$ cat src/rtl/fifo_pkg.sv
// Shared constants and pointer type for the single-clock FIFO.
package fifo_pkg;
  localparam int DEFAULT_WIDTH      = 8;
  localparam int DEFAULT_DEPTH      = 32;
  localparam int DEFAULT_ADDR_WIDTH = $clog2(DEFAULT_DEPTH);

  // Pointer carries one extra wrap bit above the memory address bits.
  typedef logic [DEFAULT_ADDR_WIDTH:0] ptr_t;
endpackage

$ cat src/rtl/fifo_mem.sv
// Simple dual-port storage: synchronous write port, registered read port with enable.
module fifo_mem
  import fifo_pkg::*;
#(
  parameter int WIDTH      = DEFAULT_WIDTH,
  parameter int DEPTH      = DEFAULT_DEPTH,
  parameter int ADDR_WIDTH = $clog2(DEPTH)
) (
  input  logic                  i_clk,
  input  logic                  i_rst_n,
  input  logic                  i_wr_en,
  input  logic [ADDR_WIDTH-1:0] i_wr_addr,
  input  logic [WIDTH-1:0]      i_wr_data,
  input  logic                  i_rd_en,
  input  logic [ADDR_WIDTH-1:0] i_rd_addr,
  output logic [WIDTH-1:0]      o_rd_data
);
  logic [WIDTH-1:0] r_mem [DEPTH];
  logic [WIDTH-1:0] r_rd_data;

  // Storage array is deliberately left without reset.
  always_ff @(posedge i_clk) begin
    if (i_wr_en) begin
      r_mem[i_wr_addr] <= i_wr_data;
    end
  end

  // Read register clears on reset and otherwise holds until the next accepted read.
  always_ff @(posedge i_clk) begin
    if (!i_rst_n) begin
      r_rd_data <= {WIDTH{1'b0}};
    end else if (i_rd_en) begin
      r_rd_data <= r_mem[i_rd_addr];
    end else begin
      r_rd_data <= r_rd_data;
    end
  end

  assign o_rd_data = r_rd_data;
endmodule

$ cat src/rtl/fifo.sv
// Single-clock FIFO: pointer and flag logic around fifo_mem.
// Optional occupancy output COUNT is enabled by defining FIFO_COUNT_EN.
module fifo
  import fifo_pkg::*;
#(
  parameter  int WIDTH      = DEFAULT_WIDTH,
  parameter  int DEPTH      = DEFAULT_DEPTH,
  localparam int ADDR_WIDTH = $clog2(DEPTH)
) (
  input  logic                CLK,
  input  logic                RST,
  input  logic [WIDTH-1:0]    DATA_IN,
  input  logic                WR_EN,
  input  logic                R_EN,
  output logic                FULL_FLAG,
  output logic                EMPTY_FLAG,
  output logic [WIDTH-1:0]    DATA_out
`ifdef FIFO_COUNT_EN
  ,
  output logic [ADDR_WIDTH:0] COUNT
`endif
);
  localparam logic [ADDR_WIDTH:0] PTR_ZERO = {(ADDR_WIDTH+1){1'b0}};
  localparam logic [ADDR_WIDTH:0] PTR_ONE  = {{ADDR_WIDTH{1'b0}}, 1'b1};

  logic [ADDR_WIDTH:0] r_wptr;
  logic [ADDR_WIDTH:0] r_rptr;
  logic [ADDR_WIDTH:0] w_wptr_nxt;
  logic [ADDR_WIDTH:0] w_rptr_nxt;
  logic                w_full;
  logic                w_empty;
  logic                w_wr_acc;
  logic                w_rd_acc;
  logic [WIDTH-1:0]    w_rd_data;

  // Full when addresses match but wrap bits differ; empty when pointers are identical.
  assign w_empty  = (r_wptr == r_rptr);
  assign w_full   = (r_wptr[ADDR_WIDTH] != r_rptr[ADDR_WIDTH]) &&
                    (r_wptr[ADDR_WIDTH-1:0] == r_rptr[ADDR_WIDTH-1:0]);
  assign w_wr_acc = WR_EN && !w_full;
  assign w_rd_acc = R_EN && !w_empty;

  // Next pointer values; blocked requests leave the pointer unchanged.
  always_comb begin
    w_wptr_nxt = r_wptr;
    w_rptr_nxt = r_rptr;
    if (w_wr_acc) begin
      w_wptr_nxt = r_wptr + PTR_ONE;
    end else begin
      w_wptr_nxt = r_wptr;
    end
    if (w_rd_acc) begin
      w_rptr_nxt = r_rptr + PTR_ONE;
    end else begin
      w_rptr_nxt = r_rptr;
    end
  end

  // Pointer registers with synchronous active-low reset.
  always_ff @(posedge CLK) begin
    if (!RST) begin
      r_wptr <= PTR_ZERO;
      r_rptr <= PTR_ZERO;
    end else begin
      r_wptr <= w_wptr_nxt;
      r_rptr <= w_rptr_nxt;
    end
  end

  // Reset takes priority over a concurrent write, so the write port is gated too.
  fifo_mem #(
    .WIDTH      (WIDTH),
    .DEPTH      (DEPTH),
    .ADDR_WIDTH (ADDR_WIDTH)
  ) u_mem (
    .i_clk     (CLK),
    .i_rst_n   (RST),
    .i_wr_en   (w_wr_acc && RST),
    .i_wr_addr (r_wptr[ADDR_WIDTH-1:0]),
    .i_wr_data (DATA_IN),
    .i_rd_en   (w_rd_acc),
    .i_rd_addr (r_rptr[ADDR_WIDTH-1:0]),
    .o_rd_data (w_rd_data)
  );

  assign FULL_FLAG  = w_full;
  assign EMPTY_FLAG = w_empty;
  assign DATA_out   = w_rd_data;

`ifdef FIFO_COUNT_EN
  assign COUNT = r_wptr - r_rptr;
`endif
endmodule

$ cat config.mk
export PLATFORM = sky130hd
export DESIGN_NAME = fifo
export DESIGN_NICKNAME = d
export VERILOG_FILES = /design/src/rtl/fifo_pkg.sv /design/src/rtl/fifo_mem.sv /design/src/rtl/fifo.sv
export SDC_FILE = /design/constraint.sdc
export NUM_CORES = 1
export LEC_CHECK = 0
export CAP_MARGIN = 10
export CORE_MARGIN = 5
export CORE_UTILIZATION = 55
export DETAILED_ROUTE_END_ITERATION = 10
export PLACE_DENSITY = 0.69
export RECOVER_POWER = 50
export SYNTH_ARGS = -nofsm -noshare
export SYNTH_HDL_FRONTEND = slang
export SYNTH_SLANG_ARGS = --single-unit
$ cat constraint.sdc
create_clock -name CLK -period 3.85 [get_ports CLK]
set_input_delay 0.77 -clock CLK [delete_from_list [all_inputs] [get_ports CLK]]
set_output_delay 0.77 -clock CLK [all_outputs]
set_load 0.02 [all_outputs]
; Yosys cells after proc, flatten, opt, wreduce, memory -nomap -nowiden
; Memory sizes are Yosys's and may differ from the RTL's. A register that Yosys moved wholly into a read port is not among the register bits.
; Index checks and enable logic that the tools add are counted.
[classes]
addsub = 2
shifts = 0
n_div = 0
bitwise = 0
n_reduce_logical = 7
muxes = 2
eq_ne = 3
n_mul = 0
order_cmp = 0
[op_table]
columns = cell, n
row1 = $add A6 B1 Y6 const B, 2
row2 = $eq A6 B6 Y1, 1
row3 = $eq A5 B5 Y1, 1
row4 = $logic_and A1 B1 Y1, 4
row5 = $logic_not A1 Y1, 3
row6 = $mux W1, 2
row7 = $ne A1 B1 Y1, 1
[word_totals]
mem_count = 1
latch_bits = 0
ramBits = 256
elab_cells = 17
inputBits = 12
register_bits = 12
romBits = 0
[memory_table]
columns = name, words, width, rd, rd_clocked_by_memory_dff, wr, line
row1 = u_mem.r_mem, 32, 8, 1, 1, 1, fifo_mem.sv:18  ; logic [WIDTH-1:0] r_mem [DEPTH];

; Logic depth before layout (Yosys ltp)
[depth]
depth_word = 7
mapped_depth = 8
mapped_depth_nobuf = 5

; Hierarchy
; A second synthesis with hierarchy kept.
[hier_totals]
hier_cells = 674
hier_area_um2 = 11024.3
[modules_own_cells]
columns = mod, cells_each, n_inst, seq_area_each_um2, area_each_um2
row1 = fifo_mem, 599, 1, 7847.5, 10361.2
row2 = fifo, 75, 1, 240.2, 663.1

; Worst setup path after synthesis
; OpenSTA, ideal clock, no wires.
[synth_timing]
path_kind = reg2out
from = reg r_rptr[0]
to = out EMPTY_FLAG
slack_ps = 1681
stages_incl_launch_ff = 6
required_time_ps = 3080
arrival_time_ps = 1399
path_buffers = 1
path_cell_list = dfxtp_1 buf_6 xnor2_1 nand3_1 or2_2 nor2_1
[synth_via]
elab_chain_len = 1
[synth_lines]
columns = item, line
row1 = "start, declared", fifo.sv:27  ; logic [ADDR_WIDTH:0] r_rptr;
row2 = "start signal, assigned", fifo.sv:66  ; r_rptr <= w_rptr_nxt;
row3 = $eq A6 B6 Y1, fifo.sv:37  ; assign w_empty = (r_wptr == r_rptr);
row4 = "end, declared", fifo.sv:16  ; output logic EMPTY_FLAG,
; No other way between the ends.

; Final worst setup path
[layout_timing]
from = reg r_rptr[4]
to = out EMPTY_FLAG
; The elaborated chain is that of the path after synthesis.

==> results_tabular.tex <==
\begin{tabular}{lr}
\hline
Metric & Value \\
\hline
\multicolumn{2}{l}{\textbf{Yosys}} \\
Cells after Synth & 575 \\
Nets in the synthesized netlist & 592 \\
Mean area per synthesized cell & 18.9 um\^{}2 \\
Area fraction in and, or, nand and nor cells after synthesis & 3.91\% \\
Warnings, synthesis & 0 \\
Fraction of registers with async set or reset after synthesis & 0\% \\
Combinational family with the most area after synthesis & multiplexers \\
Library cells used by synthesis & 43 \\
Seq/Total Area, Yosys & 74.5\% \\
Area share of fa/ha/maj cells after synthesis & 0.576\% \\
Post-synthesis xor/xnor area fraction & 0.968\% \\
Count of flip-flops with a built-in enable after synthesis & 256 \\
Yosys reg bits & 276 \\
Post-synthesis cell area & 10,900 um\^{}2 \\
Mux contribution to synthesized area & 13.2\% \\
Compound-cell area share of the yosys netlist & 4.94\% \\
Top flip-flop cell by instance count after synthesis & sky130\_fd\_sc\_hd\_\_edfxtp\_1 \\
\multicolumn{2}{l}{\textbf{STA}} \\
Setup slack after layout & 0.255 ns \\
Slew Limit Headroom & -35.1\% \\
Final count of pins violating max slew & 264 \\
Final clock skew & 0.0148 ns \\
Unrepaired setup endpoints after global routing & false \\
Setup violation total in the final timing report & 0 \\
Highest clock rate & 278 MHz \\
Post-route minimum period & 3.59 ns \\
Crit share post-route & 93.4\% \\
Setup TNS & 0 ns \\
Endpoints failing hold & 0 \\
Measured slew at the worst slew-check pin & 2.03 ns \\
\multicolumn{2}{l}{\textbf{Worst setup path}} \\
Worst reg-to-reg path cell count & 5 \\
Crit-path max FO & 20 \\
Endpoint class of the critical path & primary output \\
Worst Path Required & 3.08 ns \\
Reg2reg setup slack & 0.69 ns \\
Family of cells with the greatest summed delay on the critical path & flip-flops \\
Element type at the critical path start & flip-flop \\
Worst R2R Start & r\_rptr[4] \\
Arr. time, crit path & 2.82 ns \\
Slowest library cell on the worst path & sky130\_fd\_sc\_hd\_\_dfxtp\_1 \\
Cell Chain, Critical Path & xnor2\_1 -> nand3\_1 -> or2\_2 -> nor2\_1 -> clkdlybuf4s50\_1 \\
Crit path kind & flip-flop to primary output \\
Worst Path Buf+Inv & 1 \\
Endpoint of the most critical register-to-register path & u\_mem.o\_rd\_data[0] \\
Worst path max stage delay & 0.79 ns \\
\multicolumn{2}{l}{\textbf{Power and ir drop}} \\
Worst vdd rail ir drop & 0.325 mV \\
Leakage power & 3.75 nW \\
Internal power & 5.22 mW \\
Sequential fraction of design power & 50.0\% \\
Clock power frac & 39.9\% \\
Part of the power in combinational logic & 10.0\% \\
P per Cell Area & 548 nW/um\^{}2 \\
Switching share of total power & 21.6\% \\
Reported net switching power & 1.44 mW \\
\multicolumn{2}{l}{\textbf{Placement}} \\
Global placement routability congestion & 0.930 \\
Worst slack, placed & 0.610 ns \\
Count of buffers from port buffering & 21 \\
HPWL Detailed & 14,800 um \\
\multicolumn{2}{l}{\textbf{Global route}} \\
Maximum number of pins on one net before global-route repair & 71 \\
GRT Total Usage & 21.7\% \\
Total gr overflow & 0 \\
Number of antenna violations at the first check in global routing & 1 \\
Wire length of the first global-routing pass & 35,400 um \\
Via count of the first global-routing pass & 5,706 \\
\multicolumn{2}{l}{\textbf{Clock network}} \\
Clock-pin slew of the registers on the worst-case setup and hold paths & 0.06 ns \\
Cts-stage hold buffer count & 0 \\
Maximum buffer depth of the clock tree & 3 \\
Total clock sinks & 276 \\
CTS-repair resized insts & 0 \\
Number of levels in the clock H-tree & 1 \\
Clock network latency to the later pin of the worst-skew pair & 0.52 ns \\
CTS Buf Count & 27 \\
CTS tree & yes \\
Post-CTS setup buffer count & 0 \\
CTS root buf & sky130\_fd\_sc\_hd\_\_clkbuf\_16 \\
\multicolumn{2}{l}{\textbf{Floorplanning}} \\
Number of rows in the core area & 51 \\
Number of primary I/O pins & 22 \\
Chip Height & 151 um \\
Die Width & 151 um \\
CORE AREA & 19,500 um\^{}2 \\
Die area & 22,700 um\^{}2 \\
Initial core utilization & 55.8\% \\
\multicolumn{2}{l}{\textbf{Final layout}} \\
Filler cell count & 1,320 \\
Share of layout cells above drive strength 1 & 16.9\% \\
Commonest non-fill, non-tap cells in the layout & sky130\_fd\_sc\_hd\_\_edfxtp\_1, sky130\_fd\_sc\_hd\_\_nor2\_1, sky130\_fd\_sc\_hd\_\_mux4\_2 \\
Leading cell type in the layout, fill and taps excluded & sky130\_fd\_sc\_hd\_\_edfxtp\_1 \\
Layout area overhead & 11.9\% \\
Number of nets in the finished design & 623 \\
\multicolumn{2}{l}{\textbf{Min path}} \\
Hold Path Depth & 1 \\
Worst min path class & flip-flop to flip-flop \\
Hold-critical path endpoint & u\_mem.o\_rd\_data[2] \\
Worst min-delay path startpoint & u\_mem.o\_rd\_data[2] \\
\multicolumn{2}{l}{\textbf{Drt}} \\
Detailed router's first-iteration violation count & 508 \\
Routed wirelength normalized by instance count & 26.9 um \\
Via count & 5,455 \\
Antenna viol nets, final & 0 \\
Final routed wirelength across all metal layers & 24,000 um \\
Total DRC errors in the routed layout & 0 \\
Number of detailed-route iterations in the first pass & 5 \\
Avg Vias per Cell & 6.12 \\
\multicolumn{2}{l}{\textbf{Status}} \\
Violated checks & max-capacitance violations, max-slew violations \\
Result of the run & finished with violations \\
\multicolumn{2}{l}{\textbf{Run}} \\
Max\_cap viols & 8 \\
\hline
\end{tabular}
power by group through the flow:
stage,Sequential (mW),Clock (mW),Combinational [mW]
2_1_floorplan,3.40,0,0.489
3_3_place_gp,3.39,0,0.674
3_5_place_dp,3.39,0,0.682
4_1_cts,3.33,2.69,0.683
5_1_grt,3.33,2.83,0.717
6_report,3.33,2.66,0.668
area by class of cell:
| type | instances | area, um^2 | area share [%] |
|---|---|---|---|
| sequential | 276 | 8100 | 66.6 |
| multi-input combinational | 263 | 2550 | 21.0 |
| clock buffer | 31 | 691 | 5.68 |
| tap | 265 | 332 | 2.73 |
| timing repair buffer | 35 | 265 | 2.18 |
| clock inverter | 18 | 211 | 1.74 |
| inverter | 3 | 11.3 | 0.0926 |
| antenna | 1 | 2.50 | 0.0206 |
worst max path at each step:
| stage | start | end | slack [ns] | cells past startpoint |
|---|---|---|---|---|
| floorplan | r_rptr[0] | EMPTY_FLAG | 1.68 | 5 |
| global placement | WR_EN | u_mem.r_mem[28][0] | 0.67 | 5 |
| detailed placement | WR_EN | u_mem.r_mem[28][4] | 0.61 | 5 |
| CTS | r_rptr[4] | FULL_FLAG | 0.21 | 5 |
| global route | r_rptr[4] | FULL_FLAG | 0.1 | 5 |
| finish | r_rptr[4] | EMPTY_FLAG | 0.26 | 5 |
metrics by stage:
stage	std cells	power (mW)	area, um^2	hold WS, ns	utilization (%)
finish	892	6.66	12200	0.495	62.5
global route	892	6.88	12200	0.513	62.5
CTS	891	6.70	12200	0.498	62.6
detailed placement	842	4.07	11300	0.483	57.9
global placement	842	4.06	11300	0.480	57.9
floorplan	575	3.89	10900	0.493	-
layer usage:
metal  track usage [%]  vias up  share of wire (%)
met4              4.62        0                2.0
met1              30.7     2772                 42
met5                 0        -                  0
li1                  -     2396                  -
met3              4.15       38                7.3
met2              35.8      249                 49
Yosys cell counts (2+ instances only):
master,instances,area [um^2]
sky130_fd_sc_hd__nand2_1,21,78.8
sky130_fd_sc_hd__mux4_1,3,78.8
sky130_fd_sc_hd__xnor2_1,7,61.3
sky130_fd_sc_hd__or3_1,4,25.0
sky130_fd_sc_hd__a21oi_1,12,60.1
sky130_fd_sc_hd__nand3_1,6,30.0
sky130_fd_sc_hd__o221ai_1,8,70.1
sky130_fd_sc_hd__nor2b_1,2,12.5
sky130_fd_sc_hd__inv_1,3,11.3
sky130_fd_sc_hd__buf_6,3,33.8
sky130_fd_sc_hd__o311ai_0,3,26.3
sky130_fd_sc_hd__ha_1,5,62.6
sky130_fd_sc_hd__mux4_2,45,1010
sky130_fd_sc_hd__nand3b_1,4,30.0
sky130_fd_sc_hd__o22ai_1,8,50.1
sky130_fd_sc_hd__buf_12,2,40.0
sky130_fd_sc_hd__a32o_1,8,80.1
sky130_fd_sc_hd__mux2i_1,34,340
sky130_fd_sc_hd__dfxtp_1,20,400
sky130_fd_sc_hd__edfxtp_1,256,7690
sky130_fd_sc_hd__a22oi_1,16,120
sky130_fd_sc_hd__buf_2,14,70.1
sky130_fd_sc_hd__and2_1,2,12.5
sky130_fd_sc_hd__nor2_1,46,173
sky130_fd_sc_hd__a211oi_1,8,60.1
sky130_fd_sc_hd__o21ai_0,4,20.0
sky130_fd_sc_hd__xor2_1,5,43.8
sky130_fd_sc_hd__clkbuf_1,11,41.3
flip-flops by register name (all words and copies together), names as in the netlist:
signal,flops
u_mem.r_mem,256
u_mem.o_rd_data,8
r_rptr,6
r_wptr,6
cell families after synthesis:
group	count (synthesis)
flip-flops	276
adder cells (fa/ha/maj)	5
buffers and inverters	36
AO/OA/AOI/OAI	71
multiplexers	82
XOR/XNOR	12
AND/OR/NAND/NOR	93
worst register-to-register path: cells and delay by family, from the launching register on:
| family | cells | cell delay, ns |
|---|---|---|
| AND/OR/NAND/NOR | 2 | 0.64 |
| AO/OA/AOI/OAI | 2 | 1.43 |
| flip-flops | 1 | 0.79 |
| XOR/XNOR | 1 | 0.19 |
(Power assumes the default switching activity.)
